**src/rtl/branch_redirect_ctrl_if.sv**
```systemverilog
// ============================================================================
// Module      : branch_redirect_ctrl_if
// Description : Compare-stage resolution inputs and fetch redirect handshake.
// Revision    : 1.0 - initial release
// ============================================================================
`default_nettype none

interface branch_redirect_ctrl_if #(
    parameter int ADDR_WIDTH = 32
);
    logic                  bundle_valid;
    logic                  bne1;
    logic                  bne2;
    logic                  bne3;
    logic                  bne4;
    logic [ADDR_WIDTH-1:0] ins1_target;
    logic [ADDR_WIDTH-1:0] ins2_target;
    logic [ADDR_WIDTH-1:0] ins3_target;
    logic [ADDR_WIDTH-1:0] ins4_target;
    logic                  redirect_ready;
    logic                  redirect_valid;
    logic [ADDR_WIDTH-1:0] redirect_pc;
    logic [3:0]            kill_mask;
    logic                  flush_front;
    logic                  busy;

    // Pipeline/fetch side: drives resolutions and the ready, observes the redirect.
    modport master (
        output bundle_valid, bne1, bne2, bne3, bne4,
        output ins1_target, ins2_target, ins3_target, ins4_target,
        output redirect_ready,
        input  redirect_valid, redirect_pc, kill_mask, flush_front, busy
    );

    modport slave (
        input  bundle_valid, bne1, bne2, bne3, bne4,
        input  ins1_target, ins2_target, ins3_target, ins4_target,
        input  redirect_ready,
        output redirect_valid, redirect_pc, kill_mask, flush_front, busy
    );
endinterface

`default_nettype wire

```
**src/rtl/branch_redirect_ctrl.sv**
```systemverilog
// ============================================================================
// Module      : branch_redirect_ctrl
// Description : Picks the oldest mispredicting slot of a 4-wide bundle, issues
//               a redirect to fetch and holds a front-end flush while draining.
//               Optional statistics counters: define BRANCH_STATS_EN.
// Revision    : 1.0 - initial release
// ============================================================================
`default_nettype none

module branch_redirect_ctrl #(
    parameter int ADDR_WIDTH   = 32,
    parameter int FLUSH_CYCLES = 2,
    parameter int CNT_WIDTH    = 16
) (
    input  logic                 clk,
    input  logic                 rst,
`ifdef BRANCH_STATS_EN
    output logic [CNT_WIDTH-1:0] mispredict_cnt,
    output logic [CNT_WIDTH-1:0] redirect_stall_cnt,
`endif
    branch_redirect_ctrl_if.slave bus
);

    localparam int c_DRAIN_W = (FLUSH_CYCLES < 2) ? 1 : $clog2(FLUSH_CYCLES + 1);
    localparam logic [c_DRAIN_W-1:0] c_DRAIN_INIT = c_DRAIN_W'(FLUSH_CYCLES);
    localparam logic [c_DRAIN_W-1:0] c_DRAIN_LAST = c_DRAIN_W'(1);

    localparam logic [1:0] c_IDLE     = 2'd0;
    localparam logic [1:0] c_REDIRECT = 2'd1;
    localparam logic [1:0] c_DRAIN    = 2'd2;

    if ((CNT_WIDTH < 1) || (ADDR_WIDTH < 1) || (FLUSH_CYCLES < 0)) begin : g_param_check
        $error("branch_redirect_ctrl: illegal parameter value");
    end

    logic [1:0]            r_state;
    logic [1:0]            w_state_nxt;
    logic [c_DRAIN_W-1:0]  r_drain_cnt;
    logic [c_DRAIN_W-1:0]  w_drain_nxt;
    logic [ADDR_WIDTH-1:0] r_redirect_pc;
    logic [3:0]            r_kill_mask;
    logic [ADDR_WIDTH-1:0] w_win_target;
    logic [3:0]            w_win_kill;
    logic                  w_any_bne;
    logic                  w_trigger;

    // Flags are only meaningful for a real bundle and only while nothing is in flight.
    assign w_any_bne = bus.bne1 | bus.bne2 | bus.bne3 | bus.bne4;
    assign w_trigger = (r_state == c_IDLE) && bus.bundle_valid && w_any_bne;

    // Oldest slot wins; everything younger in the bundle is squashed.
    always_comb begin
        w_win_target = bus.ins4_target;
        w_win_kill   = 4'b0000;
        if (bus.bne1) begin
            w_win_target = bus.ins1_target;
            w_win_kill   = 4'b1110;
        end else if (bus.bne2) begin
            w_win_target = bus.ins2_target;
            w_win_kill   = 4'b1100;
        end else if (bus.bne3) begin
            w_win_target = bus.ins3_target;
            w_win_kill   = 4'b1000;
        end
    end

    always_ff @(posedge clk or posedge rst) begin
        if (rst) begin
            r_state     <= c_IDLE;
            r_drain_cnt <= '0;
        end else begin
            r_state     <= w_state_nxt;
            r_drain_cnt <= w_drain_nxt;
        end
    end

    always_comb begin
        w_state_nxt = r_state;
        w_drain_nxt = r_drain_cnt;
        case (r_state)
            c_IDLE: begin
                if (w_trigger) begin
                    w_state_nxt = c_REDIRECT;
                end
            end
            c_REDIRECT: begin
                if (bus.redirect_ready) begin
                    if (FLUSH_CYCLES == 0) begin
                        w_state_nxt = c_IDLE;
                    end else begin
                        w_state_nxt = c_DRAIN;
                        w_drain_nxt = c_DRAIN_INIT;
                    end
                end
            end
            c_DRAIN: begin
                w_drain_nxt = r_drain_cnt - 1'b1;
                if (r_drain_cnt <= c_DRAIN_LAST) begin
                    w_state_nxt = c_IDLE;
                end
            end
            default: begin
                w_state_nxt = c_IDLE;
                w_drain_nxt = '0;
            end
        endcase
    end

    // State is registered, so these decodes change only on clock or reset.
    always_comb begin
        bus.redirect_valid = (r_state == c_REDIRECT);
        bus.flush_front    = (r_state != c_IDLE);
        bus.busy           = (r_state != c_IDLE);
        bus.redirect_pc    = r_redirect_pc;
        bus.kill_mask      = r_kill_mask;
    end

    // kill_mask applies only to the bundle in the next stage, hence one-cycle pulse.
    always_ff @(posedge clk or posedge rst) begin
        if (rst) begin
            r_redirect_pc <= '0;
            r_kill_mask   <= 4'b0000;
        end else begin
            r_kill_mask <= 4'b0000;
            if (w_trigger) begin
                r_redirect_pc <= w_win_target;
                r_kill_mask   <= w_win_kill;
            end
        end
    end

`ifdef BRANCH_STATS_EN
    localparam logic [CNT_WIDTH-1:0] c_CNT_MAX = '1;

    logic [CNT_WIDTH-1:0] r_mispredict_cnt;
    logic [CNT_WIDTH-1:0] r_stall_cnt;

    always_ff @(posedge clk or posedge rst) begin
        if (rst) begin
            r_mispredict_cnt <= '0;
            r_stall_cnt      <= '0;
        end else begin
            if (w_trigger && (r_mispredict_cnt != c_CNT_MAX)) begin
                r_mispredict_cnt <= r_mispredict_cnt + 1'b1;
            end
            if ((r_state == c_REDIRECT) && !bus.redirect_ready && (r_stall_cnt != c_CNT_MAX)) begin
                r_stall_cnt <= r_stall_cnt + 1'b1;
            end
        end
    end

    assign mispredict_cnt     = r_mispredict_cnt;
    assign redirect_stall_cnt = r_stall_cnt;
`endif

endmodule

`default_nettype wire

```
**src/flat_wrapper.sv**
```systemverilog
// flat-port wrapper written by rule: the top's interface ports become plain ports
module branch_redirect_ctrl_flat 
#(
    parameter int ADDR_WIDTH   = 32,
    parameter int FLUSH_CYCLES = 2,
    parameter int CNT_WIDTH    = 16
)
  (clk, rst, bus_bundle_valid, bus_bne1, bus_bne2, bus_bne3, bus_bne4, bus_ins1_target, bus_ins2_target, bus_ins3_target, bus_ins4_target, bus_redirect_ready, bus_redirect_valid, bus_redirect_pc, bus_kill_mask, bus_flush_front, bus_busy);
  branch_redirect_ctrl_if #(.ADDR_WIDTH(ADDR_WIDTH)) bus_i ();
  input  logic clk;
  input  logic rst;
  input wire logic [$bits(bus_i.bundle_valid)-1:0] bus_bundle_valid;
  input wire logic [$bits(bus_i.bne1)-1:0] bus_bne1;
  input wire logic [$bits(bus_i.bne2)-1:0] bus_bne2;
  input wire logic [$bits(bus_i.bne3)-1:0] bus_bne3;
  input wire logic [$bits(bus_i.bne4)-1:0] bus_bne4;
  input wire logic [$bits(bus_i.ins1_target)-1:0] bus_ins1_target;
  input wire logic [$bits(bus_i.ins2_target)-1:0] bus_ins2_target;
  input wire logic [$bits(bus_i.ins3_target)-1:0] bus_ins3_target;
  input wire logic [$bits(bus_i.ins4_target)-1:0] bus_ins4_target;
  input wire logic [$bits(bus_i.redirect_ready)-1:0] bus_redirect_ready;
  output wire logic [$bits(bus_i.redirect_valid)-1:0] bus_redirect_valid;
  output wire logic [$bits(bus_i.redirect_pc)-1:0] bus_redirect_pc;
  output wire logic [$bits(bus_i.kill_mask)-1:0] bus_kill_mask;
  output wire logic [$bits(bus_i.flush_front)-1:0] bus_flush_front;
  output wire logic [$bits(bus_i.busy)-1:0] bus_busy;
  assign bus_i.bundle_valid = bus_bundle_valid;
  assign bus_i.bne1 = bus_bne1;
  assign bus_i.bne2 = bus_bne2;
  assign bus_i.bne3 = bus_bne3;
  assign bus_i.bne4 = bus_bne4;
  assign bus_i.ins1_target = bus_ins1_target;
  assign bus_i.ins2_target = bus_ins2_target;
  assign bus_i.ins3_target = bus_ins3_target;
  assign bus_i.ins4_target = bus_ins4_target;
  assign bus_i.redirect_ready = bus_redirect_ready;
  assign bus_redirect_valid = bus_i.redirect_valid;
  assign bus_redirect_pc = bus_i.redirect_pc;
  assign bus_kill_mask = bus_i.kill_mask;
  assign bus_flush_front = bus_i.flush_front;
  assign bus_busy = bus_i.busy;
  branch_redirect_ctrl #(.ADDR_WIDTH(ADDR_WIDTH), .FLUSH_CYCLES(FLUSH_CYCLES), .CNT_WIDTH(CNT_WIDTH)) u_core (.clk(clk), .rst(rst), .bus(bus_i));
endmodule
```
**config.mk**
```make
export PLATFORM = sky130hd
export DESIGN_NAME = branch_redirect_ctrl_flat
export DESIGN_NICKNAME = d
export VERILOG_FILES = /design/src/rtl/branch_redirect_ctrl_if.sv /design/src/rtl/branch_redirect_ctrl.sv /design/src/flat_wrapper.sv
export SDC_FILE = /design/constraint.sdc
export NUM_CORES = 1
export LEC_CHECK = 0
export CAP_MARGIN = 30
export CORE_AREA = 2 2 85 87
export DETAILED_ROUTE_END_ITERATION = 7
export DIE_AREA = 0 0 87 89
export PLACE_DENSITY = 0.84
export RECOVER_POWER = 25
export SYNTH_ARGS = -nofsm -noshare
export SYNTH_HDL_FRONTEND = slang
export SYNTH_SLANG_ARGS = --single-unit
```
**constraint.sdc**
```tcl
create_clock -name clk -period 5.6 [get_ports clk]
set_clock_uncertainty 0.2 [all_clocks]
set_input_delay 1.12 -clock clk [delete_from_list [all_inputs] [get_ports clk]]
set_output_delay 1.12 -clock clk [all_outputs]
set_load 0.01 [all_outputs]
```
After elaboration in Yosys (flattened, before gate mapping)
Cells that the tools add are included.

cells by class
  add/subtract/negate cells = 1
  $lt $le $gt $ge = 1
  equality and inequality tests = 5
  muxes and demuxes = 12
  bitwise gates (word level) = 4
  reductions and logical operators = 6

operators with widths
  kind                                                                               number
  32-bit two-way mux                                                                 3
  4-bit two-way mux                                                                  4
  2-bit one-hot mux with 3 select lines                                              2
  2-bit two-way mux                                                                  3
  2-bit by 1-bit != test with 1-bit output (second input constant)                   2
  1-bit OR                                                                           3
  3-bit AND reduction                                                                1
  2-bit by 1-bit == test with 1-bit output (second input constant)                   1
  2-bit == test (second input constant)                                              1
  2-bit by 1-bit less-or-equal comparator with 1-bit output (second input constant)  1
  1-bit logical AND                                                                  2
  2-bit zero test                                                                    1
  2-bit != test (second input constant)                                              1
  2-bit AND reduction                                                                1
  2-bit nonzero test                                                                 1
  2-bit by 1-bit subtractor with 2-bit output (second input constant)                1
  1-bit NOT                                                                          1

word-level totals
  register bits = 40
  logic and storage cells = 33

Longest topological paths before layout
  depth after elaboration = 6
  mapped depth = 8

Worst setup path after synthesis
No wires, ideal clock.

  path type = input to register
  from = in bus_bne3
  to = reg u_core.r_state[0]
  library setup time = 125 ps
  arrival time = 2,165 ps
  data required time = 5,275 ps
  slack = 3,110 ps
  stages on the path = 5
  path through = buf_4 > nor4_4 > buf_6 > a2111oi_4 > mux2_2

between the ends
  word-level cells in the longest chain between the ends = 5

ends and longest elaborated chain
  item                                                line                        text
  from (decl)                                         flat_wrapper.sv:15          input wire logic [$bits(bus_i.bne3)-1:0] bus_bne3;
  1-bit OR (2 in a row)                               branch_redirect_ctrl.sv:48  assign w_any_bne = bus.bne1 | bus.bne2 | bus.bne3 | bus.bne4;
  1-bit logical AND                                   branch_redirect_ctrl.sv:49  assign w_trigger = (r_state == c_IDLE) && bus.bundle_valid && w_any_bne;
  2-bit by 1-bit != test with 1-bit output (no line)  -
  3-bit AND reduction (no line)                       -
  to (signal assigned)                                branch_redirect_ctrl.sv:69  r_state <= c_IDLE;
  to (signal assigned)                                branch_redirect_ctrl.sv:72  r_state <= w_state_nxt;
  to (decl)                                           branch_redirect_ctrl.sv:36  logic [1:0] r_state;

Every way passes these cells.
A chain may end at the register's enable or synchronous reset.

Worst setup path after layout
  from = reg u_core.r_state[1]
  to = out bus_flush_front

between the ends
  word-level cells in the longest chain between the ends = 1

ends and longest elaborated chain
  item                line                         text
  2-bit nonzero test  branch_redirect_ctrl.sv:112  bus.flush_front = (r_state != c_IDLE);
  to (decl)           flat_wrapper.sv:25           output wire logic [$bits(bus_i.flush_front)-1:0] bus_flush_front;

Every way passes these cells.

==> results.md <==
| Item | This run | Unit |
|---|---|---|
| Total of buffers placed on input and output ports | 173 | - |
| Initial Utilization | 0.372 | - |
| Number of antenna cells inserted | 0 | - |
| Worst-Skew Late Latency | 0.28 | ns |
| Number of placement rows | 30 | - |
| Final worst-path setup slack | 2.46 | ns |
| Number of setup violations in the final report | 0 | - |
| Element type at the critical path end | output pin | - |
| First-pass GRT wire length | 13.2 | mm |
| Netlist cell types | 25 | - |
| Number of nets at the end of the flow | 528 | - |
| Cell leakage power | 1.67 | nW |
| Crit-path max FO | 10 | - |
| Worst hold slack | 0.311 | ns |
| Area of the die | 7740 | um^2 |
| Post-route DRC | 0 | - |
| Via count normalized by instance count | 5.68 | - |
| Most frequent cells in the layout | 170 x sky130_fd_sc_hd__clkdlybuf4s50_1, 39 x sky130_fd_sc_hd__dfrtp_1, 35 x sky130_fd_sc_hd__mux2_2 | - |
| R2R Path Start | u_core.r_state[1]$_DFFE_PP0P_ | - |
| Path type of the worst setup path | reg2out | - |
| Finished Cell Area | 4320 | um^2 |
| Core Area | 6720 | um^2 |
| Clock slew seen by the registers of the worst setup and hold paths | 0.07 | ns |
| Maximum buffer depth of the clock tree | 2 | - |
| Worst setup slack for register-to-register paths | 3.35 | ns |
| Synth warn | 0 | - |
| X dimension of the die | 87 | um |
| DP Wirelength | 6.49 | mm |
| Critical path launch point type | register | - |
| TritonCTS clock tree | done | - |
| Syn_nets | 373 | - |
| Count of placed standard cells in the final layout, fillers left out | 468 | - |
| Sum of negative setup slack | 0 | ns |
| Cell count after synthesis | 232 | - |
| Clk sink count | 39 | - |
| Height of the die | 89 | um |
| Power Dens Cells | 329 | nW/um^2 |
| Required time worst endpoint | 4.28 | ns |
| Maximum achievable frequency | 318 | MHz |
| Worst-case headroom to the max-slew limit | -0.0247 | - |
| Number of antenna violations at the first check in global routing | 0 | - |
| Post-CTS setup repair buffer count | 0 | - |
| Class of the tightest hold or removal check | reg2reg | - |
| Most common cell after layout, fill and taps aside | sky130_fd_sc_hd__clkdlybuf4s50_1 | - |
| Total detailed-routing wirelength | 8.63 | mm |
| Final critical path time including I/O delays and setup | 3.14 | ns |
| Number of max-cap violations | 1 | - |
| Worst-Margin Slew | 1.54 | ns |
| Final Util | 0.643 | - |
| Run status | finished, violations left | - |
| Hold buffers post-CTS | 0 | - |
| Detailed Routing Iterations Pass 1 | 6 | - |
| TritonCTS Buffers | 5 | - |
| CTS Root Cell | sky130_fd_sc_hd__clkbuf_8 | - |
| Detailed Route Iter0 Violations | 250 | - |
| Post-placement worst setup slack | 2.19 | ns |
| Area added between synthesis and finish | 72.8 | % |
| Share of the clock period used by the worst path | 0.561 | - |
| Maximum VDD drop | 0.220 | mV |
| Filler cell count | 552 | - |
| Placer congestion estimate | 0.756 | - |
| Count of state elements after synthesis | 39 | - |
| Count of antenna-violating nets left after detailed routing | 0 | - |
| Critical Path AT | 1.82 | ns |
| Total instance count after detailed placement | 460 | - |
| Fin. Hold Viols | 0 | - |
| Crit. Startpoint | u_core.r_state[1]$_DFFE_PP0P_ | - |
| Via count of the first global-routing pass | 2690 | - |
| Total congestion overflow after global routing | 0 | - |
| RSZ-0062 raised after global routing | false | - |
| Failing checks | capacitance limit, slew limit | - |
| Final total power | 1.42 | mW |
| Placed inst area | 4220 | um^2 |
| Largest net degree at the start of global routing | 48 | - |
| WL per Instance | 18.4 | um |
| All-Layer GR Usage | 0.218 | - |
| Total count of max-transition violations in the final report | 40 | - |
| Proportion of layout cells with a drive suffix above 1 | 0.139 | - |
| H-tree depth reported by CTS | 2 | - |
| Worst min-delay path startpoint | u_core.bus.redirect_pc[13]$_DFFE_PP0P_ | - |
| Total number of vias | 2660 | - |
| Sequential area share after synthesis | 0.390 | - |
| Top Ports | 175 | - |
| PostCTS Resize Cnt | 0 | - |
| Mapped Area | 2500 | um^2 |
| Avg Inst Size Synth | 10.8 | um^2 |
[kinds of logic (layout without fill, tap and decap cells)]
group / Yosys count / count (layout) / synth area share
muxes: 35 / 35 / 0.158
buffers and inverters: 36 / 192 / 0.0761
AOI/OAI and AO/OA: 98 / 98 / 0.303
adders and majority gates: 5 / 5 / 0.0250
other: 1 / 1 / 0.00150
DFF: 39 / 39 / 0.390
and+or+nand+nor: 18 / 18 / 0.0465
[registers in the layout, summed over array words and instances, names as in the netlist]
register / cells
u_core.bus.kill_mask: 3
u_core.bus.redirect_pc: 32
u_core.r_drain_cnt: 2
u_core.r_state: 2
[final cells by class]
class                   instances  area [um^2]  share of cell area
well taps                      80          100              0.0232
inverters                       5         18.8             0.00434
repair buffers                179         1780               0.413
multi-input cells             157         1340               0.310
flip-flops and latches         39          976               0.226
clock buffers                   8          100              0.0232
[critical path, cell delays in order (launching register included)]
cell,delay (ns)
sky130_fd_sc_hd__dfrtp_1,0.40
sky130_fd_sc_hd__inv_1,0.11
sky130_fd_sc_hd__ha_1,0.40
sky130_fd_sc_hd__inv_1,0.12
sky130_fd_sc_hd__clkdlybuf4s50_1,0.51
[synthesized netlist by cell type]
master	n	area share
sky130_fd_sc_hd__nor4b_1	1	0.0035
sky130_fd_sc_hd__o31ai_1	31	0.093
sky130_fd_sc_hd__mux2_2	35	0.16
sky130_fd_sc_hd__buf_2	10	0.020
sky130_fd_sc_hd__nor3_1	2	0.0040
sky130_fd_sc_hd__or4_1	1	0.0030
sky130_fd_sc_hd__buf_6	4	0.018
sky130_fd_sc_hd__inv_1	5	0.0075
sky130_fd_sc_hd__clkbuf_1	13	0.020
sky130_fd_sc_hd__conb_1	1	0.0015
sky130_fd_sc_hd__dfrtp_1	39	0.39
sky130_fd_sc_hd__and3b_1	2	0.0070
sky130_fd_sc_hd__buf_4	3	0.0090
sky130_fd_sc_hd__nand2_1	4	0.0060
sky130_fd_sc_hd__ha_1	5	0.025
sky130_fd_sc_hd__clkbuf_2	1	0.0020
sky130_fd_sc_hd__nor2b_1	3	0.0075
sky130_fd_sc_hd__a222oi_1	31	0.12
sky130_fd_sc_hd__a2111oi_4	1	0.011
sky130_fd_sc_hd__and3_1	1	0.0025
sky130_fd_sc_hd__o21ai_0	32	0.064
sky130_fd_sc_hd__a221o_1	2	0.0080
sky130_fd_sc_hd__nor2_1	3	0.0045
sky130_fd_sc_hd__nor4_4	1	0.0085
sky130_fd_sc_hd__o22ai_1	1	0.0025
[worst paths after layout]
check / end / depth (start not counted)
worst max-delay path: bus_flush_front / 4
worst min-delay path: u_core.bus.redirect_pc[13]$_DFFE_PP0P_ / 2
worst max register to register: u_core.bus.redirect_pc[12]$_DFFE_PP0P_ / 6
worst min register to register: u_core.bus.redirect_pc[13]$_DFFE_PP0P_ / 2
max in group asynchronous: u_core.bus.redirect_pc[26]$_DFFE_PP0P_ / 2
min in group asynchronous: u_core.bus.redirect_pc[6]$_DFFE_PP0P_ / 2
[power by group]
part / internal (mW) / switching [mW]
clock: 0.113 / 0.0960
combinational: 0.430 / 0.323
sequential: 0.402 / 0.0596
total: 0.945 / 0.478
[per-layer routing]
| metal | part of all wire | vias up | track usage |
|---|---|---|---|
| met5 | 0 | - | 0 |
| met4 | 0.014 | 0 | 0.0483 |
| met3 | 0.092 | 10 | 0.0526 |
| met2 | 0.52 | 141 | 0.412 |
| met1 | 0.37 | 1254 | 0.248 |
| li1 | - | 1255 | - |
(Power assumes the default switching activity.)
